<file path="src/rtl/mary_ask_modulator.sv">
// M-ary ASK transmitter: packs 1-3 serial bits per symbol and amplitude-keys a
// phase-accumulator carrier read from an external, one-cycle-latency sine LUT.
module mary_ask_modulator #(
  parameter int PHASE_W = 16,
  parameter int LUT_AW  = 8,
  parameter int DATA_W  = 8,
  parameter int SYM_W   = 16
) (
  input  logic               clk,
  input  logic               rst,
  input  logic [1:0]         cfg_bps,
  input  logic [PHASE_W-1:0] cfg_fcw,
  input  logic [SYM_W-1:0]   cfg_sym_period,
  input  logic               bit_in,
  input  logic               bit_valid,
  output logic               bit_ready,
  output logic [LUT_AW-1:0]  lut_addr,
  input  logic [DATA_W-1:0]  lut_data,
  output logic [DATA_W-1:0]  sample_out,
  output logic               sym_strobe,
  output logic               underrun
);

  typedef enum logic [1:0] {
    IDLE = 2'd0,
    FILL = 2'd1,
    FULL = 2'd2
  } state_t;

  // Level step per mode keeps the top symbol at or just below full scale.
  function automatic logic [7:0] amp_of(input logic [1:0] bps, input logic [2:0] sym);
    logic [10:0] prod;
    case (bps)
      2'd1:    prod = {8'd0, sym} * 11'd255;
      2'd2:    prod = {8'd0, sym} * 11'd85;
      2'd3:    prod = {8'd0, sym} * 11'd36;
      default: prod = '0;
    endcase
    return prod[7:0];
  endfunction

  function automatic logic [DATA_W-1:0] scale(input logic [DATA_W-1:0] s, input logic [7:0] a);
    logic [DATA_W+7:0] prod;
    prod = {8'd0, s} * {{DATA_W{1'b0}}, a};
    return prod[DATA_W+7:8];
  endfunction

  state_t             state_q, state_d;
  logic [PHASE_W-1:0] phase_q, phase_d;
  logic [SYM_W-1:0]   sym_cnt_q, sym_cnt_d;
  logic [1:0]         bps_act_q, bps_act_d;
  logic [1:0]         bit_cnt_q, bit_cnt_d;
  logic [2:0]         buf_q, buf_d;
  logic [2:0]         symbol_q, symbol_d;
  logic               sym_strobe_q, sym_strobe_d;
  logic               underrun_q, underrun_d;
  logic [7:0]         amp_p1_q, amp_p1_d;
  logic [DATA_W-1:0]  sample_p2_q, sample_p2_d;

  logic               tick;
  logic               hs;
  logic [2:0]         buf_acc;
  logic [1:0]         cnt_acc;
  logic               complete;

  assign bit_ready = (state_q == FILL);
  assign tick      = (sym_cnt_q == cfg_sym_period);
  assign hs        = bit_valid & bit_ready;
  assign buf_acc   = hs ? {buf_q[1:0], bit_in} : buf_q;
  assign cnt_acc   = bit_cnt_q + {1'b0, hs};
  assign complete  = (bps_act_q != 2'd0) && (cnt_acc == bps_act_q);

  always_comb begin
    phase_d      = phase_q + cfg_fcw;
    sym_cnt_d    = tick ? '0 : sym_cnt_q + SYM_W'(1);
    bps_act_d    = bps_act_q;
    bit_cnt_d    = cnt_acc;
    buf_d        = buf_acc;
    symbol_d     = symbol_q;
    sym_strobe_d = tick;
    underrun_d   = 1'b0;
    state_d      = state_q;

    if (!tick) begin
      if (bps_act_q == 2'd0) state_d = IDLE;
      else                   state_d = complete ? FULL : FILL;
    end else if (cfg_bps != bps_act_q) begin
      // Mode change wins over everything: the half-built buffer is meaningless now.
      bps_act_d = cfg_bps;
      bit_cnt_d = '0;
      buf_d     = '0;
      symbol_d  = '0;
      state_d   = (cfg_bps == 2'd0) ? IDLE : FILL;
    end else if (complete) begin
      symbol_d  = buf_acc;
      bit_cnt_d = '0;
      buf_d     = '0;
      state_d   = FILL;
    end else if (bps_act_q != 2'd0) begin
      symbol_d   = '0;
      underrun_d = 1'b1;
      state_d    = FILL;
    end else begin
      symbol_d = '0;
      state_d  = IDLE;
    end

    amp_p1_d    = amp_of(bps_act_q, symbol_q);
    sample_p2_d = scale(lut_data, amp_p1_q);
  end

  always_ff @(posedge clk or posedge rst) begin
    if (rst) begin
      state_q      <= IDLE;
      phase_q      <= '0;
      sym_cnt_q    <= '0;
      bps_act_q    <= '0;
      bit_cnt_q    <= '0;
      buf_q        <= '0;
      symbol_q     <= '0;
      sym_strobe_q <= 1'b0;
      underrun_q   <= 1'b0;
      amp_p1_q     <= '0;
      sample_p2_q  <= '0;
    end else begin
      state_q      <= state_d;
      phase_q      <= phase_d;
      sym_cnt_q    <= sym_cnt_d;
      bps_act_q    <= bps_act_d;
      bit_cnt_q    <= bit_cnt_d;
      buf_q        <= buf_d;
      symbol_q     <= symbol_d;
      sym_strobe_q <= sym_strobe_d;
      underrun_q   <= underrun_d;
      // p1: amplitude aligned with the LUT read; p2: scaled sample to the DAC
      amp_p1_q     <= amp_p1_d;
      sample_p2_q  <= sample_p2_d;
    end
  end

  assign lut_addr   = phase_q[PHASE_W-1 -: LUT_AW];
  assign sample_out = sample_p2_q;
  assign sym_strobe = sym_strobe_q;
  assign underrun   = underrun_q;

endmodule

</file>
<file path="config.mk">
export PLATFORM = sky130hd
export DESIGN_NAME = mary_ask_modulator
export DESIGN_NICKNAME = d
export VERILOG_FILES = /design/src/rtl/mary_ask_modulator.sv
export SDC_FILE = /design/constraint.sdc
export NUM_CORES = 1
export LEC_CHECK = 0
export CORE_MARGIN = 2
export CORE_UTILIZATION = 40
export DETAILED_ROUTE_END_ITERATION = 10
export MAX_ROUTING_LAYER = met4
export PLACE_DENSITY = 0.62
export SYNTH_ARGS = -nofsm -noshare
export SYNTH_HDL_FRONTEND = slang
export SYNTH_SLANG_ARGS = --single-unit
</file>
<file path="constraint.sdc">
create_clock -name clk -period 3.8 [get_ports clk]
set_input_delay 0.38 -clock clk [delete_from_list [all_inputs] [get_ports clk]]
set_output_delay 0.38 -clock clk [all_outputs]
set_load 0.1 [all_outputs]
</file>
# Word-level counts from Yosys, hierarchy flattened
# Cells that the tools add are included.
word_totals:
  word_cells: 53
  ramBits: 0
  mem_count: 0
  regBits: 62
  latchBits: 0
  rom_bits: 0
classes:
  n_bitwise: 1
  n_mux: 22
  n_lt_le_gt_ge: 0
  n_eq_ne: 7
  reduce_logical: 5
  n_addsub: 3
  n_mul: 4
  n_div: 0
  shifts: 0
op_table:
  columns: ["cell", "n"]
  rows:
  - ["one-hot mux 8 bit (3 select lines)", 1]
  - ["2-to-1 mux 3 bit", 6]
  - ["adder 16 x 1 -> 16 bit, second input constant", 1]
  - ["adder 16 bit", 1]
  - ["== test 16 bit", 1]
  - ["multiplier 8 x 8 -> 16 bit", 1]
  - ["2-to-1 mux 16 bit", 1]
  - ["2-to-1 mux 2 bit", 6]
  - ["multiplier 3 x 7 -> 8 bit, second input constant", 1]
  - ["multiplier 3 x 8 -> 8 bit, second input constant", 1]
  - ["2-to-1 mux 1 bit", 8]
  - ["multiplier 3 x 4 -> 6 bit, second input constant", 1]
  - ["== test 2 x 1 -> 1 bit, second input constant", 2]
  - ["== test 2 bit, second input constant", 2]
  - ["logical NOT 2 bit", 2]
  - ["adder 2 x 1 -> 2 bit", 1]
  - ["== test 2 bit", 1]
  - ["!= test 2 bit", 1]
  - ["AND reduction 2 bit", 1]
  - ["nonzero test 2 bit", 1]
  - ["AND 1 bit", 1]
  - ["logical AND 1 bit", 1]

# Logic depth before layout (Yosys ltp)
depth:
  ltp_word: 8
  ltp_mapped: 15

# Worst setup path before layout
# No wires, ideal clock.
synth_timing:
  path_kind: "reg-to-reg"
  from: "reg amp_p1_q[4]"
  to: "reg sample_p2_q[7] (netlist: sample_out[7])"
  setup_ns: 0.086
  t_arrival_ns: 4.014
  path_slack_ns: -0.300
  stages_incl_launch_ff: 14
  period_less_slack_ns: 4.100
  path_cell_list: "dfrtp_1 > and2_1 > fa_1 > fa_1 > inv_1 > fa_1 > inv_1 > fa_1 > ha_1 > or4_4 > o221ai_2 > a31oi_2 > and4_4 > nor3_1"
synth_between:
  elab_chain_len: 1
synth_rtl:
  columns: ["item", "line", "source"]
  rows:
  - ["start, declared", "57", "logic [7:0] amp_p1_q, amp_p1_d;"]
  - ["start signal, assigned", "136", "amp_p1_q <= amp_p1_d;"]
  - ["multiplier 8 x 8 -> 16 bit", "44", "prod = {8'd0, s} * {{DATA_W{1'b0}}, a};"]
  - ["named net sample_p2_d[7]", "58", "logic [DATA_W-1:0] sample_p2_q, sample_p2_d;"]
  - ["end signal, assigned", "137", "sample_p2_q <= sample_p2_d;"]
  - ["end, declared", "58", null]
# The timed path passes the listed nets, and every way through them passes these cells.
# A chain may end at the register's enable or synchronous reset.

# Final worst setup path
layout_timing:
  from: "reg amp_p1_q[3]"
  to: "reg sample_p2_q[2] (netlist: sample_out[2])"
# The elaborated chain is that of the path after synthesis.

==> impl_results.md <==
- Layout fillers: 1179
- Fmax: 245 MHz
- Sequential element share of the synthesized area: 28.9%
- M3 GR Usage: 2.71%
- DRT Pass-1 Iters: 4
- Setup CP Type: flop to flop
- Final Setup Violations: 8
- Clock network power share: 29.5%
- Placer Congestion: roughly 0.86
- Final Hold Vio Count: 0
- Syn nets: between 600 and 700
- First DRT Iteration DRCs: 154
- Failing checks: setup timing
- Crit. End Element: flop
- CP max-delay cell: or4_4
- Core ar.: ~0.013 mm²
- GR Util All Layers: 17.3%
- Utilization after layout: between 50% and 60%
- Post-route insts no fill: 835
- GR Overflow Total: 0
- Pre-CTS setup slack: -919 ps
- Antenna Cells: 0
- Synth warnings: 0
- Total leakage power: 3.51 nW
- Worst rel slew slack: 33.5%
- Share of post-route cells with drive strength above 1: about 17%
- Worst skew pair latency: 320 ps
- Most Crowded Layer GR: met2
- Worst-path cell chain: and2_4, fa_2, fa_1, inv_1, fa_1, inv_2, fa_1, ha_2, or4_4, buf_6, o221a_4, o21a_1, nor2_2, xnor2_1
- Max-cap violations: 0
- Maximum fanout along the worst path: 6
- Clk buf depth: 2
- Multi-input gate area: 0.00367 mm²
- Ys flop type: dfrtp_1
- Initial antenna violation count: 0
- Clock transition at path regs: 50 ps
- PortBufs: 64
- Final setup margin: -278 ps
- Nets: 796
- Clock Skews: 5.89 ps
- Post-synth ARST share: 100%
- Core Rows: 42
- Vias per inst: just under 5
- Final min period: around 4000 ps
- Area grow syn2layout: 30.8%
- Reg power frac: 28.6%
- Switching power: 1.13 mW
- Cell Area, Synth: 0.00537 mm²
- Met2 Use GR: roughly 29%
- Drt drc: 0
- Post-DP HPWL: 8.77 mm
- Int Power: 1.86 mW
- First-pass GRT wire length: 19.5 mm
- Most common cell on crit path: fa_1
- Die width: 120 µm
- Drt total wl: 11.2 mm
- Synthesized instance count: ~550
- Placed Area: between 0.006 and 0.007 mm²
- Fin. max-slew vios: 0
- Arrival time worst endpoint: approximately 4300 ps
- EDFF count, synth: 0
- Cell Count Post-Placement: 809
- Design area: between 0.007 and 0.008 mm²
- Status: finished, violations left
- Root Buffer: clkbuf_16
- Critical Path Source Type: flop
- Pwr Density: 425 mW/mm²
- Vias in the first global route: 4339
- CTS Buf Count: 9
- Final Cycle Share: 107%
- Count of cell types in the netlist: 55
- Peak VDD IR: 384 µV
- CTS sink count: 62
- WP data required: 4050 ps
- Die area: about 0.014 mm²
- Switching Fraction: 37.8%
- Final ANT Viol Nets: 0
- Routed WL per cell: 13.4 µm
- Combinational fraction of design power: 41.9%
- Worst stage delay on the critical path: ~540 ps
- RSZ-0062 raised after global routing: yes
- Worst min path class: flop to flop
- CTS tree: done
- Synth Register Bits: 62
- Die height: 120 µm
- Sequential cell area: 0.00156 mm²
- Tightest Pin Transition: 995 ps
- # IOs: 65
- Largest net degree at the start of global routing: 33
- Starting Density: about two fifths
- Vias: 4065
- Mapped Avg Cell Area: 9.77 µm²
- H-tree depth: 3
- GRT met1 Usage: around 21%
-- logic make-up after synthesis --
| logic type | share of synthesized area (%) |
|---|---|
| adders and majority gates | 27.7 |
| muxes | 1.35 |
| buffers and inverters | 5.99 |
| and+or+nand+nor | 17.6 |
| AOI/OAI and AO/OA | 9.56 |
| xor gates and xnor gates | 8.81 |
| DFF | 28.9 |
-- layout make-up --
class | instances | area share (%)
well taps | 176 | 3.14
clock inverters | 4 | 0.998
multi-input cells | 410 | 52.2
inverters | 59 | 3.16
clock buffers | 11 | 3.60
repair buffers | 113 | 14.7
flip-flops and latches | 62 | 22.2
-- Yosys cell counts (all sizes together) (2+ instances only) --
| cell type | instances | share of area, % |
|---|---|---|
| or4 | 3 | 0.49 |
| fa | 40 | 15 |
| mux2 | 2 | 0.42 |
| mux2i | 5 | 0.93 |
| o2bb2ai | 2 | 0.33 |
| o21a | 11 | 1.5 |
| nand3 | 10 | 0.93 |
| xnor2 | 33 | 5.4 |
| and4 | 3 | 0.54 |
| dfrtp | 62 | 29 |
| nor4 | 2 | 0.51 |
| clkbuf | 8 | 0.56 |
| o211ai | 3 | 0.51 |
| nand2b | 4 | 0.47 |
| o22ai | 6 | 0.70 |
| xor2 | 21 | 3.4 |
| a22o | 4 | 0.65 |
| and2 | 47 | 5.5 |
| nor2 | 45 | 3.1 |
| ha | 55 | 13 |
| a31oi | 3 | 0.47 |
| buf | 10 | 1.3 |
| a21oi | 15 | 1.4 |
| nand2 | 37 | 2.6 |
| o21ai | 15 | 1.4 |
| nor2b | 6 | 0.70 |
| o31a | 2 | 0.33 |
| inv | 59 | 4.1 |
| and3 | 5 | 0.61 |
| o311ai | 2 | 0.33 |
| nand4 | 7 | 0.82 |
| nor3 | 5 | 0.47 |
| a21o | 2 | 0.28 |
-- cell usage in the layout (no fill, tap or decap), drive strengths merged, types with 6 or more instances in the layout --
| cell type | count |
|---|---|
| o22ai | 6 |
| nand2 | 37 |
| dlygate4sd2 | 7 |
| nor2 | 45 |
| fa | 40 |
| and2 | 47 |
| nand3 | 10 |
| nand4 | 7 |
| xor2 | 21 |
| xnor2 | 33 |
| buf | 49 |
| clkbuf | 11 |
| inv | 59 |
| clkdlybuf4s50 | 57 |
| nor2b | 6 |
| ha | 55 |
| dfrtp | 62 |
| o21ai | 15 |
| o21a | 11 |
| a21oi | 15 |
-- through the flow --
stage / total power, mW / hold slack, ps / setup TNS [ps]
after floorplan: 1.89 / 443 / -201
after global placement: 2.09 / 453 / -5580
after detailed placement: 2.12 / 460 / -6030
after CTS: 3.02 / 472 / -2010
after global routing: 3.17 / 500 / -2460
final: 2.99 / 469 / -1450
-- flip-flops by register name, indices dropped and copies added (netlist names), 2 cells and up --
name,cells
sym_cnt_q,16
phase_q,16
bit_cnt_q,2
bps_act_q,2
amp_p1_q,8
state_q,2
sample_out,8
symbol_q,3
buf_q,3
-- power groups by stage --
| stage | logic (mW) | registers (mW) | clock network (mW) |
|---|---|---|---|
| floorplan | 1.04 | 0.843 | 0 |
| finish | 1.25 | 0.855 | 0.879 |
| global route | 1.37 | 0.866 | 0.939 |
| global placement | 1.23 | 0.860 | 0 |
| CTS | 1.26 | 0.855 | 0.905 |
| detailed placement | 1.25 | 0.864 | 0 |
-- layer usage --
layer  vias to the layer above  routed length, µm
met3                         4                280
met1                      1981               5140
met5                         -                  0
met2                        47               5690
li1                       2033                  -
met4                         0                 66
-- critical path, delay by kind of cell (launching register included) --
kind	cells	cell delay, ps
adder cells (fa/ha/maj)	5	1990
AND/OR/NAND/NOR	3	800
flip-flops	1	450
AO/OA/AOI/OAI	2	410
buffers and inverters	3	230
XOR/XNOR	1	120
-- path summary, 6_finish.rpt --
path / start / cells past startpoint / slack (ps) / endpoint
setup / recovery: amp_p1_q[3]$_DFF_PP0_ / 14 / -280 / sample_out[2]$_DFF_PP0_
hold / removal: phase_q[0]$_DFF_PP0_ / 1 / 470 / phase_q[0]$_DFF_PP0_
setup reg to reg: amp_p1_q[3]$_DFF_PP0_ / 14 / -280 / sample_out[2]$_DFF_PP0_
hold reg to reg: phase_q[0]$_DFF_PP0_ / 1 / 470 / phase_q[0]$_DFF_PP0_
max in group asynchronous: rst / 3 / 2460 / amp_p1_q[6]$_DFF_PP0_
min in group asynchronous: rst / 2 / 480 / sample_out[4]$_DFF_PP0_
-- repair_timing --
| action | in CTS | in global routing |
|---|---|---|
| hold buffers | 0 | 0 |
| setup endpoints to repair | 8 | 8 |
| resized for setup | 17 | 27 |
| pin swaps | 7 | 6 |
| setup buffers | 9 | 3 |
(Power assumes the default switching activity.)
